==> src/rtl/clkdiv_pkg.sv <==
// Shared mode constants, default sizing and config record for the clkdiv_multi divider.
package clkdiv_pkg;

    localparam logic MODE_TOGGLE = 1'b0;
    localparam logic MODE_PULSE  = 1'b1;

    localparam int CLKDIV_CNT_W       = 17;
    localparam int CLKDIV_DEFAULT_DIV = 2499;

    typedef struct packed {
        logic [CLKDIV_CNT_W-1:0] div;
        logic                    mode;
    } cfg_t;

endpackage

==> src/rtl/clkdiv_multi_if.sv <==
// Configuration write port of clkdiv_multi: valid/ready handshake carrying channel, divisor and mode.
interface clkdiv_multi_if #(
    parameter int CH_W  = 1,
    parameter int CNT_W = 17
);
    logic             wr_valid;
    logic             wr_ready;
    logic [CH_W-1:0]  wr_ch;
    logic [CNT_W-1:0] wr_div;
    logic             wr_mode;

    modport master (output wr_valid, wr_ch, wr_div, wr_mode, input wr_ready);
    modport slave  (input wr_valid, wr_ch, wr_div, wr_mode, output wr_ready);
endinterface

==> src/rtl/clkdiv_multi_channel.sv <==
// One divider channel: counter, active and shadow config, registered clk_out/tick.
// Optional hall-sensor resync input exists when CLKDIV_SYNC_EN is defined.
module clkdiv_channel
    import clkdiv_pkg::*;
#(
    parameter int CNT_W       = CLKDIV_CNT_W,
    parameter int DEFAULT_DIV = CLKDIV_DEFAULT_DIV
) (
    input  logic             clk,
    input  logic             rst,
    input  logic             en,
    input  logic             acc,
    input  logic [CNT_W-1:0] wr_div,
    input  logic             wr_mode,
`ifdef CLKDIV_SYNC_EN
    input  logic             sync_in,
`endif
    output logic             clk_out,
    output logic             tick,
    output logic             pending
);
    localparam logic [CNT_W-1:0] DIV_RST = CNT_W'(DEFAULT_DIV);

    logic [CNT_W-1:0] cnt_q, cnt_d, div_q, div_d, sdiv_q, sdiv_d;
    logic             mode_q, mode_d, smode_q, smode_d;
    logic             pend_q, pend_d, clk_q, clk_d, tick_q, tick_d;
    logic             term, sync_hit, apply;

`ifdef CLKDIV_SYNC_EN
    assign sync_hit = en & sync_in;
`else
    assign sync_hit = 1'b0;
`endif
    assign term  = en & (cnt_q == div_q);
    // A shadow only ever exists with pend_q set, so an accept in a terminal cycle waits one period.
    assign apply = pend_q & (~en | term | sync_hit);

    always_ff @(posedge clk or negedge rst) begin
        if (!rst) begin
            cnt_q   <= '0;
            div_q   <= DIV_RST;
            mode_q  <= MODE_TOGGLE;
            sdiv_q  <= DIV_RST;
            smode_q <= MODE_TOGGLE;
            pend_q  <= 1'b0;
            clk_q   <= 1'b1;
            tick_q  <= 1'b0;
        end else begin
            cnt_q   <= cnt_d;
            div_q   <= div_d;
            mode_q  <= mode_d;
            sdiv_q  <= sdiv_d;
            smode_q <= smode_d;
            pend_q  <= pend_d;
            clk_q   <= clk_d;
            tick_q  <= tick_d;
        end
    end

    always_comb begin
        cnt_d   = cnt_q;
        div_d   = div_q;
        mode_d  = mode_q;
        sdiv_d  = sdiv_q;
        smode_d = smode_q;
        pend_d  = pend_q;
        clk_d   = clk_q;
        tick_d  = 1'b0;

        if (!en) begin
            if (mode_q == MODE_PULSE) clk_d = 1'b0;
        end else if (term) begin
            cnt_d  = '0;
            tick_d = 1'b1;
            clk_d  = (mode_q == MODE_PULSE) ? 1'b1 : ~clk_q;
        end else begin
            cnt_d = cnt_q + 1'b1;
            if (mode_q == MODE_PULSE) clk_d = 1'b0;
        end

        if (apply) begin
            div_d  = sdiv_q;
            mode_d = smode_q;
            cnt_d  = '0;
            pend_d = 1'b0;
            if (smode_q != mode_q) clk_d = (smode_q == MODE_PULSE) ? 1'b0 : clk_q;
        end

        // Resync wins over both the terminal event and the mode-change rule.
        if (sync_hit) begin
            cnt_d  = '0;
            tick_d = 1'b0;
            clk_d  = (mode_d == MODE_TOGGLE);
        end

        if (acc) begin
            sdiv_d  = wr_div;
            smode_d = wr_mode;
            pend_d  = 1'b1;
        end
    end

    assign clk_out = clk_q;
    assign tick    = tick_q;
    assign pending = pend_q;

endmodule

==> src/rtl/clkdiv_multi.sv <==
// Multi-channel programmable clock divider / tick generator with write decode.
// Define CLKDIV_SYNC_EN to add the sync_in resync input.
module clkdiv_multi
    import clkdiv_pkg::*;
#(
    parameter int CHANNELS    = 2,
    parameter int CNT_W       = CLKDIV_CNT_W,
    parameter int DEFAULT_DIV = CLKDIV_DEFAULT_DIV,
    parameter int CH_W        = (CHANNELS > 1) ? $clog2(CHANNELS) : 1
) (
    input  logic                clk,
    input  logic                rst,
    input  logic [CHANNELS-1:0] en,
`ifdef CLKDIV_SYNC_EN
    input  logic                sync_in,
`endif
    clkdiv_multi_if.slave       wr,
    output logic [CHANNELS-1:0] clk_out,
    output logic [CHANNELS-1:0] tick,
    output logic [CHANNELS-1:0] pending
);
    logic                ready;
    logic [CHANNELS-1:0] acc;

    // Out-of-range channels stay ready so their writes drain and are dropped.
    always_comb begin
        ready = 1'b1;
        for (int i = 0; i < CHANNELS; i++) begin
            if (wr.wr_ch == CH_W'(i)) ready = ~pending[i];
        end
    end
    assign wr.wr_ready = ready;

    for (genvar g = 0; g < CHANNELS; g++) begin : g_ch
        assign acc[g] = wr.wr_valid & ready & (wr.wr_ch == CH_W'(g));

        clkdiv_channel #(
            .CNT_W       (CNT_W),
            .DEFAULT_DIV (DEFAULT_DIV)
        ) u_ch (
            .clk     (clk),
            .rst     (rst),
            .en      (en[g]),
            .acc     (acc[g]),
            .wr_div  (wr.wr_div),
            .wr_mode (wr.wr_mode),
`ifdef CLKDIV_SYNC_EN
            .sync_in (sync_in),
`endif
            .clk_out (clk_out[g]),
            .tick    (tick[g]),
            .pending (pending[g])
        );
    end

endmodule
==> src/flat_wrapper.sv <==
// flat-port wrapper written by rule: the top's interface ports become plain ports
module clkdiv_multi_flat import clkdiv_pkg::*;
#(
    parameter int CHANNELS    = 2,
    parameter int CNT_W       = CLKDIV_CNT_W,
    parameter int DEFAULT_DIV = CLKDIV_DEFAULT_DIV,
    parameter int CH_W        = (CHANNELS > 1) ? $clog2(CHANNELS) : 1
)
  (clk, rst, en, clk_out, tick, pending, wr_wr_valid, wr_wr_ch, wr_wr_div, wr_wr_mode, wr_wr_ready);
  clkdiv_multi_if #(.CH_W(CH_W), .CNT_W(CNT_W)) wr_i ();
  input  logic clk;
  input  logic rst;
  input  logic [CHANNELS-1:0] en;
  output logic [CHANNELS-1:0] clk_out;
  output logic [CHANNELS-1:0] tick;
  output logic [CHANNELS-1:0] pending;
  input wire logic [$bits(wr_i.wr_valid)-1:0] wr_wr_valid;
  input wire logic [$bits(wr_i.wr_ch)-1:0] wr_wr_ch;
  input wire logic [$bits(wr_i.wr_div)-1:0] wr_wr_div;
  input wire logic [$bits(wr_i.wr_mode)-1:0] wr_wr_mode;
  output wire logic [$bits(wr_i.wr_ready)-1:0] wr_wr_ready;
  assign wr_i.wr_valid = wr_wr_valid;
  assign wr_i.wr_ch = wr_wr_ch;
  assign wr_i.wr_div = wr_wr_div;
  assign wr_i.wr_mode = wr_wr_mode;
  assign wr_wr_ready = wr_i.wr_ready;
  clkdiv_multi #(.CHANNELS(CHANNELS), .CNT_W(CNT_W), .DEFAULT_DIV(DEFAULT_DIV), .CH_W(CH_W)) u_core (.clk(clk), .rst(rst), .en(en), .wr(wr_i), .clk_out(clk_out), .tick(tick), .pending(pending));
endmodule
==> config.mk <==
export PLATFORM = sky130hd
export DESIGN_NAME = clkdiv_multi_flat
export DESIGN_NICKNAME = d
export VERILOG_FILES = /design/src/rtl/clkdiv_pkg.sv /design/src/rtl/clkdiv_multi_if.sv /design/src/rtl/clkdiv_multi_channel.sv /design/src/rtl/clkdiv_multi.sv /design/src/flat_wrapper.sv
export SDC_FILE = /design/constraint.sdc
export NUM_CORES = 1
export LEC_CHECK = 0
export ABC_AREA = 1
export BUFFER_PORTS_ARGS = -buffer_cell sky130_fd_sc_hd__buf_2
export CAP_MARGIN = 20
export CORE_ASPECT_RATIO = 0.8
export CORE_MARGIN = 5
export CORE_UTILIZATION = 35
export DETAILED_ROUTE_END_ITERATION = 16
export GPL_TIMING_DRIVEN = 0
export HOLD_SLACK_MARGIN = 0.15
export SLEW_MARGIN = 25
export SYNTH_ARGS = -nofsm -noshare
export SYNTH_HDL_FRONTEND = slang
export SYNTH_SLANG_ARGS = --single-unit
==> constraint.sdc <==
create_clock -name clk -period 3.9 [get_ports clk]
set_clock_uncertainty 0.2 [all_clocks]
set_input_delay 0.585 -clock clk [delete_from_list [all_inputs] [get_ports clk]]
set_output_delay 0.585 -clock clk [all_outputs]
set_load 0.005 [all_outputs]
---- Word level (Yosys, flattened, before mapping) ----
Index checks and enable logic that the tools add are counted.
cells by class
  divide/modulo/power cells ............... 0
  mux-type cells .......................... 29
  shift-type cells ........................ 0
  bitwise logic cells ..................... 16
  reduce and logical (&&, ||, !) cells .... 4
  add/sub/neg operators ................... 2
  equality and inequality tests ........... 6
  multiply operators ...................... 0
  order comparisons ....................... 0
operators with widths
  cell                                                             number
  17-bit 2-to-1 mux                                                6
  17-bit by 1-bit adder with 17-bit output, second input constant  2
  17-bit == test                                                   2
  1-bit 2-to-1 mux                                                 23
  2-bit nonzero test                                               4
  1-bit bitwise AND                                                7
  1-bit NOT                                                        7
  3-bit inequality test, second input constant                     2
  1-bit inequality test                                            2
  1-bit bitwise OR                                                 2
word-level totals
  memories kept ........................... 0
  latch bits .............................. 0
  output and inout port bits .............. 7
  flip-flop bits (word level) ............. 112
  RAM bits ................................ 0
  ROM bits ................................ 0
  input port bits ......................... 24

---- Depth between registers and ports, before layout ----
  word-level depth ........................ 6
  gate-level depth with buffers ........... 12

---- By module ----
Synthesis repeated with hierarchy kept, for this count alone.
unflattened totals
  cells, all modules ...................... 713
  area total of the unflattened synthesis .. 5839.4 um^2
by module, submodules not included
  module          cells each  instances  area an instance (um^2)
  clkdiv_channel  352         2          2900.3
  clkdiv_multi    9           1          38.8

---- Least setup slack after synthesis ----
Ideal clock, no wire load.
  kind .................................... register to register
  start ................................... reg u_core.g_ch[1].u_ch.div_q[1]
  end ..................................... reg u_core.g_ch[1].u_ch.div_q[14]
  cell stages (with the launch flop) ...... 13
  arrival ................................. 1497 ps
  setup slack ............................. 2086 ps
  buffers on the path ..................... 1
  clock period less this slack ............ 1814 ps
  setup time .............................. 117 ps
  cell sequence ........................... dfstp_2 -> inv_1 -> nand2_1 -> nand2_1 -> nor2_1 -> nand2_1 -> nor2_1 -> nand3_1 -> nand2_2 -> nand2_2 -> buf_2 -> nand2_1 -> nand2_1
on the way
  cells in the longest elaborated chain, start to end .. 4
RTL lines
  what                      RTL line                    text
  start: declaration        clkdiv_multi_channel.sv:24  logic [CNT_W-1:0] cnt_q, cnt_d, div_q, div_d, sdiv_q, sdiv_d;
  start signal: assignment  clkdiv_multi_channel.sv:50  div_q <= div_d;
  17-bit == test            clkdiv_multi_channel.sv:34  assign term = en & (cnt_q == div_q);
  1-bit bitwise AND         clkdiv_multi_channel.sv:34
  1-bit bitwise OR          clkdiv_multi_channel.sv:36  assign apply = pend_q & (~en | term | sync_hit);
  1-bit bitwise AND         clkdiv_multi_channel.sv:36
Every way passes these cells.
A chain may end at the register's enable or synchronous reset.

---- Final worst setup path ----
  start ................................... reg u_core.g_ch[0].u_ch.pend_q
  end ..................................... out wr_wr_ready
on the way
  cells in the longest elaborated chain, start to end .. 2
RTL lines
  what                      RTL line                    text
  start: declaration        clkdiv_multi_channel.sv:26  logic pend_q, pend_d, clk_q, clk_d, tick_q, tick_d;
  start signal: assignment  clkdiv_multi_channel.sv:54  pend_q <= pend_d;
  1-bit NOT                 clkdiv_multi.sv:29          if (wr.wr_ch == CH_W'(i)) ready = ~pending[i];
  1-bit 2-to-1 mux          clkdiv_multi.sv:29
  end: declaration          flat_wrapper.sv:21          output wire logic [$bits(wr_i.wr_ready)-1:0] wr_wr_ready;
Every way passes these cells.

==> flow_metrics.env <==
export IMPL_yosys_area_top_type="dfrtp_1"
export IMPL_slowest_delay_ps=430
export IMPL_crit_slowest_cell="clkbuf_1"
export IMPL_cp_depth=4
export IMPL_route_detailed_drc=0
export IMPL_avgSynthCellArea_sq_um=7.93
export IMPL_ys_seq_area_share_pct=50.3
export IMPL_endpoint_kind="output pin"
export IMPL_grt_pass1_vias=4257
export IMPL_cts_max_level=3
export IMPL_p_per_area_mw_per_mm2=517
export IMPL_clkLatencyLatePin_ps=340
export IMPL_required_ps=3120
export IMPL_synth_mux_area_share_pct=0
export IMPL_antenna_found_initial=0
export IMPL_clk_pin_slew_ps=70
export IMPL_core_sq_mm=0.0158
export IMPL_ios=31
export IMPL_hold_viol=0
export IMPL_slew_violations=0
export IMPL_num_vias=4457
export IMPL_synth_top_area_share_pct=38.2
export IMPL_r2r_cells=11
export IMPL_diodes=0
export IMPL_max_freq_mhz=409
export IMPL_ys_ff_latch=112
export IMPL_synthXorXnorAreaFrac_pct=5.13
export IMPL_cts_max_path_buffers=2
export IMPL_syn_num_nets=739
export IMPL_status="completed"
export IMPL_drtIter0Drc=334
export IMPL_cp_cell_sequence="buf_2 > clkbuf_1 > o21ai_0 > buf_2"
export IMPL_path_buf_inv=3
export IMPL_startpoint_type="flip-flop"
export IMPL_routedWlPerCell_um=12.8
export IMPL_vias_per_cell=4.58
export IMPL_synth_simple_area_share_pct=26.2
export IMPL_cts_buffers=9
export IMPL_critical_path_class="reg2out"
export IMPL_holdBufCountCts=1
export IMPL_fillCellCount=1645
export IMPL_clkSinkCount=112
export IMPL_crit_fanout=10
export IMPL_netlist_instances=711
export IMPL_worstPathArrival_ps=1660
export IMPL_yosysWarnings=0
export IMPL_postCtsSetupBuffers=0
export IMPL_syn_area_sq_mm=0.00564
export IMPL_slew_headroom_pct=63.8
export IMPL_fin_crit_ps=2440
export IMPL_p_leak_nw=3.09
export IMPL_layout_cells_non_filler=973
export IMPL_synth_top_family_by_area="simple AND/OR/NAND/NOR gates"
export IMPL_hold_class="reg2reg"
export IMPL_die_x_um=152
export IMPL_place_hpwl_um=9450
export IMPL_rsz0062_at_grt="false"
export IMPL_cts_resized=0
export IMPL_firstDrtPassIters=7
export IMPL_crit_top_cell="buf_2"
export IMPL_die_y_um=123
export IMPL_wl_um=12400
export IMPL_fin_tns_setup_ps=0
export IMPL_synth_area_leaders="dfrtp_1 (38%), nand2_1 (14%), dfstp_2 (12%)"
export IMPL_syn_to_final_growth_pct=13.1
export IMPL_initial_core_util_pct=35.7
export IMPL_synthAdderAreaFrac_pct=0.888
export IMPL_antenna_left=0
export IMPL_drv_cap=0
export IMPL_post_route_period_util_pct=62.7
export IMPL_cts_root_buffer="clkbuf_16"
export IMPL_rows=41
export IMPL_grt_usage_pct=14.2
export IMPL_die_area_sq_mm=0.0188
export IMPL_grt_ovfl_total=0
export IMPL_critPathTopFamily="buffers and inverters"
export IMPL_ir_drop_mv=0.222
export IMPL_fin_nets=782
export IMPL_drive_gt1_share_pct=13.5
export IMPL_cts_tree="yes"
export IMPL_grt_pass1_wl_um=21600
export IMPL_dp_cells=957
export IMPL_ys_types=29
export IMPL_worstMarginPinSlew_ps=543
export IMPL_portBuffers=30
export IMPL_place_gp_congestion=0.819
export IMPL_setup_viol=0
export IMPL_grt_max_degree=64
export IMPL_hold_depth=2
export IMPL_synth_compound_area_share_pct=8.15
-- worst register-to-register path, cell delays in order (launching register included) --
cell	delay [ps]
dfstp_2	540
nand2_1	50
nand2_1	70
nor2b_1	210
nand2_1	70
nor2_1	210
nand3_1	120
nand2_2	180
nand2_2	170
buf_2	230
nand2_1	80
nand2_1	40
-- stage by stage --
stage | setup WS [ps] | hold WS [ps] | instance area (sq um) | power, W | utilization [%]
floorplan | 2090 | 89.4 | 5640 | 0.00221 | -
global placement | 595 | 262 | 6050 | 0.00243 | 38.3
detailed placement | 1630 | 265 | 6090 | 0.00246 | 38.5
CTS | 1450 | 276 | 6370 | 0.00334 | 40.3
global route | 1310 | 287 | 6370 | 0.00356 | 40.3
finish | 1460 | 273 | 6370 | 0.00329 | 40.3
-- routing by layer --
layer  wire length (um)  GRT usage, %
met4                 58          3.09
met5                  0             0
met3                510          3.53
met1               7150          22.9
met2               4730          18.8
-- sequential cells by signal, indices dropped and copies added (netlist names) --
name and flops:
u_core.g_ch.u_ch.pending 2, u_core.g_ch.u_ch.smode_q 2, u_core.g_ch.u_ch.clk_out 2, u_core.g_ch.u_ch.div_q 34, u_core.g_ch.u_ch.mode_q 2, u_core.g_ch.u_ch.tick 2
u_core.g_ch.u_ch.cnt_q 34, u_core.g_ch.u_ch.sdiv_q 34
-- area by class of cell --
cell class / count / area, sq um / area share, %
buffer: 29 / 163 / 2.55
clock buffer: 12 / 256 / 4.03
clock inverter: 3 / 17.5 / 0.275
inverter: 97 / 364 / 5.71
multi-input combinational: 473 / 2270 / 35.7
sequential: 112 / 2840 / 44.5
tap: 215 / 269 / 4.22
timing repair buffer: 32 / 194 / 3.04
-- Yosys cell counts (all sizes together) --
cell,number
buf,17
clkbuf,12
dfrtp,86
dfstp,26
ha,4
inv,97
nand2,219
nand3,67
nand4,10
nor2,46
nor2b,1
nor3,5
o21ai,74
o22ai,13
o31ai,1
xnor2,17
xor2,16
-- final timing paths --
kind                                               startpoint                             end  slack (ps)
worst max-delay path              u_core.g_ch[0].u_ch.pending                     wr_wr_ready        1460
worst min-delay path             u_core.g_ch[1].u_ch.div_q[0]    u_core.g_ch[1].u_ch.div_q[0]         270
worst max register to register  u_core.g_ch[1].u_ch.div_q[11]   u_core.g_ch[1].u_ch.div_q[12]        1620
worst min register to register   u_core.g_ch[1].u_ch.div_q[0]    u_core.g_ch[1].u_ch.div_q[0]         270
max in group asynchronous                                 rst  u_core.g_ch[1].u_ch.sdiv_q[11]        2220
min in group asynchronous                                 rst    u_core.g_ch[0].u_ch.cnt_q[0]         550
-- power by group --
group	switching [W]	internal [W]	leakage, nW	total [W]
clock	0.000399	0.000463	0.134	0.000862
sequential	0.000181	0.00145	1.40	0.00163
combinational	0.000484	0.000321	1.56	0.000805
total	0.00106	0.00223	3.09	0.00329
-- kinds of logic (layout without fill, tap and decap cells) --
family | Yosys count | after routing
simple gates | 348 | 348
buf+inv | 126 | 173
flops | 112 | 112
compound gates | 88 | 88
xor+xnor | 33 | 33
fa+ha+maj | 4 | 4
-- layout by cell type (no fill, tap or decap), types with 2 or more instances in the layout --
master,count
nand2_1,215
clkinv_2,2
buf_2,35
buf_4,8
dfstp_2,26
dfrtp_1,86
buf_6,3
inv_2,4
nand2_4,2
nand4_1,10
ha_1,4
nand3_2,2
o21ai_0,65
clkbuf_16,9
o22ai_1,13
xor2_1,16
clkbuf_8,2
xnor2_1,17
inv_1,93
nor2_1,44
nor2_2,2
clkbuf_1,12
nand3_1,65
nor3_1,3
o21ai_1,9
nand2_2,2
(Power assumes the default switching activity.)
